==> src/rtl/sprite_fetch_sched.sv <==
// Per-pixel scheduler sharing one sprite ROM between P1/P2; optional collide output under SPRITE_COLLIDE_EN.
// Latency: pix_valid 4 cycles after accepted pix_req; throughput one request per 4 cycles.
// Backpressure: none; pix_req while pix_busy is dropped and sets sticky overrun.
module sprite_fetch_sched #(
  parameter int SPR_W       = 41,
  parameter int SPR_H       = 65,
  parameter int NUM_FRAMES  = 4,
  parameter int ANIM_DIV    = 8,
  parameter int ADDR_W      = 14,
  parameter int P1_PRIORITY = 1
) (
  input  logic              Clk,
  input  logic              Reset_n,
  input  logic              pix_req,
  input  logic [9:0]        DrawX,
  input  logic [9:0]        DrawY,
  input  logic [9:0]        p1_x,
  input  logic [9:0]        p1_y,
  input  logic [9:0]        p2_x,
  input  logic [9:0]        p2_y,
  input  logic              p1_flip,
  input  logic              p2_flip,
  input  logic              p1_anim_en,
  input  logic              p2_anim_en,
  input  logic              frame_tick,
  output logic              rom_rd,
  output logic [ADDR_W-1:0] rom_addr,
  input  logic [3:0]        rom_data,
  output logic              pix_busy,
  output logic              pix_valid,
  output logic              pixel_on,
  output logic [3:0]        lut_idx,
  output logic              overrun,
  output logic [1:0]        p1_frame,
  output logic [1:0]        p2_frame
`ifdef SPRITE_COLLIDE_EN
  ,
  output logic              collide
`endif
);

  localparam int DIV_W = (ANIM_DIV > 1) ? $clog2(ANIM_DIV) : 1;

  typedef enum logic [1:0] {IDLE, F1, F2, RES} state_t;

  state_t            state, state_nxt;
  logic              hit1_q, hit2_q;
  logic [ADDR_W-1:0] off1_q, off2_q;
  logic [3:0]        d1_q, d2, res_idx;
  logic [DIV_W-1:0]  p1_div, p2_div;

  // End coordinates carry an extra bit so sprites near 1023 do not wrap.
  function automatic logic hit_f(input logic [9:0] dx, input logic [9:0] dy,
                                 input logic [9:0] px, input logic [9:0] py);
    logic [10:0] x_end, y_end;
    x_end = {1'b0, px} + 11'(SPR_W);
    y_end = {1'b0, py} + 11'(SPR_H);
    return (dx >= px) && ({1'b0, dx} < x_end) && (dy >= py) && ({1'b0, dy} < y_end);
  endfunction

  function automatic logic [ADDR_W-1:0] off_f(input logic [9:0] dx, input logic [9:0] dy,
                                              input logic [9:0] px, input logic [9:0] py,
                                              input logic flip);
    logic [9:0] col, row;
    col = dx - px;
    row = dy - py;
    if (flip) col = 10'(SPR_W - 1) - col;
    return ADDR_W'(row) * ADDR_W'(SPR_W) + ADDR_W'(col);
  endfunction

  function automatic logic [ADDR_W-1:0] base_f(input logic [1:0] fr);
    return ADDR_W'(fr) * ADDR_W'(SPR_W * SPR_H);
  endfunction

  always_ff @(posedge Clk or negedge Reset_n) begin
    if (!Reset_n) state <= IDLE;
    else          state <= state_nxt;
  end

  // Frame base is added at issue time so a tick mid-request affects only later reads.
  always_comb begin
    state_nxt = state;
    rom_rd    = 1'b0;
    rom_addr  = '0;
    case (state)
      IDLE: if (pix_req) state_nxt = F1;
      F1: begin
        if (hit1_q) begin
          rom_rd   = 1'b1;
          rom_addr = base_f(p1_frame) + off1_q;
        end
        state_nxt = F2;
      end
      F2: begin
        if (hit2_q) begin
          rom_rd   = 1'b1;
          rom_addr = base_f(p2_frame) + off2_q;
        end
        state_nxt = RES;
      end
      RES:     state_nxt = IDLE;
      default: state_nxt = IDLE;
    endcase
  end

  assign pix_busy = (state != IDLE);

  always_comb begin
    d2      = hit2_q ? rom_data : 4'd0;
    res_idx = d2;
    if (d1_q != 4'd0 && d2 != 4'd0) res_idx = (P1_PRIORITY != 0) ? d1_q : d2;
    else if (d1_q != 4'd0)          res_idx = d1_q;
  end

  always_ff @(posedge Clk or negedge Reset_n) begin
    if (!Reset_n) begin
      hit1_q    <= 1'b0;
      hit2_q    <= 1'b0;
      off1_q    <= '0;
      off2_q    <= '0;
      d1_q      <= 4'd0;
      lut_idx   <= 4'd0;
      pixel_on  <= 1'b0;
      pix_valid <= 1'b0;
      overrun   <= 1'b0;
    end else begin
      pix_valid <= 1'b0;
      if (pix_req && state != IDLE) overrun <= 1'b1;
      case (state)
        IDLE: if (pix_req) begin
          hit1_q <= hit_f(DrawX, DrawY, p1_x, p1_y);
          hit2_q <= hit_f(DrawX, DrawY, p2_x, p2_y);
          off1_q <= off_f(DrawX, DrawY, p1_x, p1_y, p1_flip);
          off2_q <= off_f(DrawX, DrawY, p2_x, p2_y, p2_flip);
        end
        F2: d1_q <= hit1_q ? rom_data : 4'd0;
        RES: begin
          lut_idx   <= res_idx;
          pixel_on  <= (res_idx != 4'd0);
          pix_valid <= 1'b1;
        end
        default: ;
      endcase
    end
  end

  always_ff @(posedge Clk or negedge Reset_n) begin
    if (!Reset_n) begin
      p1_div   <= '0;
      p1_frame <= 2'd0;
    end else if (frame_tick) begin
      if (!p1_anim_en) begin
        p1_div   <= '0;
        p1_frame <= 2'd0;
      end else if (p1_div == DIV_W'(ANIM_DIV - 1)) begin
        p1_div   <= '0;
        p1_frame <= (p1_frame == 2'(NUM_FRAMES - 1)) ? 2'd0 : p1_frame + 2'd1;
      end else begin
        p1_div   <= p1_div + DIV_W'(1);
      end
    end
  end

  always_ff @(posedge Clk or negedge Reset_n) begin
    if (!Reset_n) begin
      p2_div   <= '0;
      p2_frame <= 2'd0;
    end else if (frame_tick) begin
      if (!p2_anim_en) begin
        p2_div   <= '0;
        p2_frame <= 2'd0;
      end else if (p2_div == DIV_W'(ANIM_DIV - 1)) begin
        p2_div   <= '0;
        p2_frame <= (p2_frame == 2'(NUM_FRAMES - 1)) ? 2'd0 : p2_frame + 2'd1;
      end else begin
        p2_div   <= p2_div + DIV_W'(1);
      end
    end
  end

`ifdef SPRITE_COLLIDE_EN
  // A collision in RES outranks a simultaneous frame_tick clear.
  always_ff @(posedge Clk or negedge Reset_n) begin
    if (!Reset_n)                                          collide <= 1'b0;
    else if (state == RES && d1_q != 4'd0 && d2 != 4'd0)   collide <= 1'b1;
    else if (frame_tick)                                   collide <= 1'b0;
  end
`endif

endmodule

==> config.mk <==
export PLATFORM = sky130hd
export DESIGN_NAME = sprite_fetch_sched
export DESIGN_NICKNAME = d
export VERILOG_FILES = /design/src/rtl/sprite_fetch_sched.sv
export SDC_FILE = /design/constraint.sdc
export NUM_CORES = 1
export LEC_CHECK = 0
export BUFFER_PORTS_ARGS = -buffer_cell sky130_fd_sc_hd__buf_2
export CORE_AREA = 10 10 158 160
export CTS_CLUSTER_DIAMETER = 100
export DETAILED_ROUTE_END_ITERATION = 12
export DIE_AREA = 0 0 168 170
export GPL_TIMING_DRIVEN = 0
export SLEW_MARGIN = 5
export SYNTH_ARGS = -nofsm -noshare
export SYNTH_HDL_FRONTEND = slang
export SYNTH_SLANG_ARGS = --single-unit
==> constraint.sdc <==
create_clock -name Clk -period 8.3 [get_ports Clk]
set_input_delay 0.415 -clock Clk [delete_from_list [all_inputs] [get_ports Clk]]
set_output_delay 0.415 -clock Clk [all_outputs]
set_load 0.01 [all_outputs]
==> impl_metrics.py <==
metrics = {
    "run_status": {
        "status": "completed",
    },
    "sta": {
        "max_freq_mhz": 190.5,
        "rsz0062_at_grt": "false",
        "min_period_ns": 5.249,
        "setup-violations-final": 0,
        "slew_viol_final": 0,
        "tightest_slew_ns": 0.6977,
        "fin_hold_ws_ns": 0.1515,
        "maxSlewHeadroom_pct": 53.49,
        "hold_viol": 0,
        "setup-tns-final_ns": 0,
        "fin_crit_sh_pct": 63.24,
        "setup_ws_ns": 3.051,
        "fin_skew_ns": 0.002575,
    },
    "final_layout": {
        "areaGrowthSynthToFinish_pct": 10.48,
        "seqCellArea_um2": 1326,
        "antennaDiodeCount": 0,
        "fill_cells": 2199,
        "drive_gt1_share_pct": 10.01,
        "multi_input_area_um2": 7528,
        "final_nets": 1540,
        "fin_util_pct": 47.93,
    },
    "yosys": {
        "synthCells": 1116,
        "yosysTopAreaCell": "ha_1",
        "synth_fa_ha_area_share_pct": 35.47,
        "ys_types": 59,
        "syn-cell-area_um2": 9410,
        "async_flop_share_pct": 100.0,
        "synth.avg_cell_area_um2": 8.432,
        "synth_edf_count": 0,
        "netlist.area_leader.share_pct": 29.52,
        "synthTopCellsByArea": "ha_1, dfrtp_1, xnor2_1",
        "yosys.area_share.simple_pct": 13.47,
        "yosys-top-cells-count": "ha_1, inv_1, xnor2_1",
        "synth_warnings": 0,
        "synth_fp_nets": 1438,
        "synth_top_family_by_area": "adder cells",
        "synth.yosys.seq_area_share_pct": 14.09,
        "yosysMostFrequentCell": "ha_1",
        "synthMuxAreaShare_pct": 0.8244,
        "synthXorXnorAreaFrac_pct": 11.74,
        "synth_seq_cells": 53,
        "synth-main-ff-cell": "dfrtp_1",
        "synth-compound-area-share_pct": 18.49,
    },
    "power": {
        "power_density_nw_per_um2": 315.7,
        "max-vdd-ir-drop_v": 0.0002041,
        "p_leak_nw": 5.219,
    },
    "routing": {
        "wl_per_cell_um": 15.13,
        "drcViolationCount": 0,
        "drt_iter0_drc": 321,
        "drtPass1Iterations": 6,
        "via_per_inst": 5.287,
        "final_antenna_net_count": 0,
        "num_vias": 7925,
        "totalWireLength_um": 22690,
    },
    "floorplan": {
        "placementRows": 54,
        "io_pins": 99,
        "die_w_um": 168,
        "die_y_um": 170,
        "core-area_um2": 21690,
        "start_util_pct": 43.39,
        "fp.dieArea_um2": 28560,
    },
    "placement": {
        "gp_congestion": 0.8847,
        "dp_hpwl_um": 19990,
        "pre_cts_ws_ns": 2.716,
        "port_buffers": 95,
    },
    "cts": {
        "tritoncts": "yes",
        "cts.clk_slew.worst_paths_ns": 0.07,
        "cts_setup_buffers": 0,
        "cts.sinks": 53,
        "cts_buffers": 5,
        "cts_resized": 0,
        "cts_max_level": 2,
        "clk_latency_ns": 0.29,
        "cts_buffer_depth": 2,
        "ctsHoldBuffers": 0,
        "cts-root-buf": "clkbuf_16",
    },
    "worst_setup_path": {
        "crit_arrival_ns": 5.41,
        "end_kind": "register",
        "cp_max_fo": 5,
        "cpMostUsedCell": "ha_1",
        "required_ns": 8.46,
        "cp-start-kind": "input pin",
        "path_class": "input pin to register",
        "path_cells": "buf_2, inv_1, ha_1, fa_1, nor2b_1, o21ai_2, nand2b_1, a21o_1, a21oi_1, xnor2_1, ha_1, fa_1, ha_1, inv_1, fa_1, inv_1, ha_1, a21o_1, a21o_1, nor3_1, o21ai_0, a31oi_1, xor2_1, o21ai_0",
        "crit_path_top_delay_cell": "fa_1",
        "cp_top_family": "adder cells",
        "critical_path.max_stage_delay_ns": 0.52,
        "worst-path-buf-inv": 4,
    },
    "flow_run": {
        "max-cap-violations": 0,
    },
    "hold_path": {
        "hold_class": "input pin to async pin",
    },
    "global_routing": {
        "antenna_found_initial": 0,
        "grt_pass1_wl_um": 38380,
        "grt_start_max_net_pins": 54,
        "grt-ovfl-total": 0,
        "grt_use_total_pct": 15.70,
        "grt_pass1_vias": 7774,
    },
}
## path summary, 6_finish.rpt
check / from / endpoint / slack [ns] / depth (start not counted)
worst max-delay path: DrawY[0] / off2_q[12] / 3.05 / 24
worst min-delay path: Reset_n / off1_q[4] / 0.15 / 1
worst max register to register: state[0] / off1_q[2] / 6.22 / 5
worst min register to register: overrun / overrun / 0.45 / 1
max in group asynchronous: Reset_n / off1_q[8] / 7.66 / 1
min in group Clk: pix_req / state[1] / 0.36 / 2
## stage by stage
step	instances	area, µm²	total power [mW]
2_1_floorplan	1116	9410	2.493
3_3_place_gp	1491	10240	3.049
3_5_place_dp	1491	10240	3.078
4_1_cts	1499	10390	3.324
5_1_grt	1499	10400	3.744
6_report	1499	10400	3.282
## sequential cells by signal, summed over array words and instances (netlist names)
signal     flops
p1_frame       2
p1_div         3
lut_idx        4
p2_div         3
p2_frame       2
overrun        1
off2_q        14
state          2
hit2_q         1
pix_valid      1
pixel_on       1
hit1_q         1
d1_q           4
off1_q        14
## power breakdown
part | switching (mW) | leakage, nW | internal, mW | total [mW]
sequential | 0.0698 | 0.666 | 0.361 | 0.431
clock | 0.0923 | 0.0799 | 0.128 | 0.220
combinational | 1.48 | 4.47 | 1.15 | 2.63
## cells by family (layout without fill, tap and decap cells)
logic type               count (synthesis)  count (layout)
multiplexers                             7               7
adder cells (fa/ha/maj)                250             250
flip-flops                              53              53
AND/OR/NAND/NOR                        262             262
AO/OA/AOI/OAI                          273             273
buffers and inverters                  148             251
XOR/XNOR                               123             123
## final cells by class
cell class              count  share of cell area [%]
clock inverters             1                 0.04814
flip-flops and latches     53                   12.76
clock buffers               7                   1.468
well taps                 280                   3.370
multi-input cells         915                   72.42
inverters                 134                   4.838
repair buffers             95                   4.597
plain buffers              14                  0.5055
## per-layer routing
layer,GRT usage [%],vias to the layer above,wire [µm]
li1,-,4154,-
met1,21.03,3630,11030
met2,26.80,132,10610
met3,2.373,9,932
met4,1.855,0,123
met5,0,-,0
## cell usage in the layout, fill, tap and decap left out, types with 10 or more instances in the layout
cell type | synthesis | final
ha_1 | 222 | 222
inv_1 | 134 | 134
buf_2 | 0 | 94
xnor2_1 | 85 | 85
o21ai_0 | 79 | 79
nand2_1 | 66 | 66
a21oi_1 | 64 | 64
nor2_1 | 59 | 59
dfrtp_1 | 53 | 53
xor2_1 | 36 | 36
nand3_1 | 32 | 32
nor3_1 | 29 | 29
fa_1 | 28 | 28
nor2b_1 | 19 | 19
a21o_1 | 17 | 17
clkbuf_1 | 14 | 14
and2_1 | 12 | 12
o21a_1 | 12 | 12
nand2b_1 | 11 | 11
a31oi_1 | 11 | 11
o21bai_1 | 11 | 11
o22ai_1 | 11 | 11
nand4_1 | 11 | 11
o31ai_1 | 10 | 10
Power figures use the tool's default switching activity.
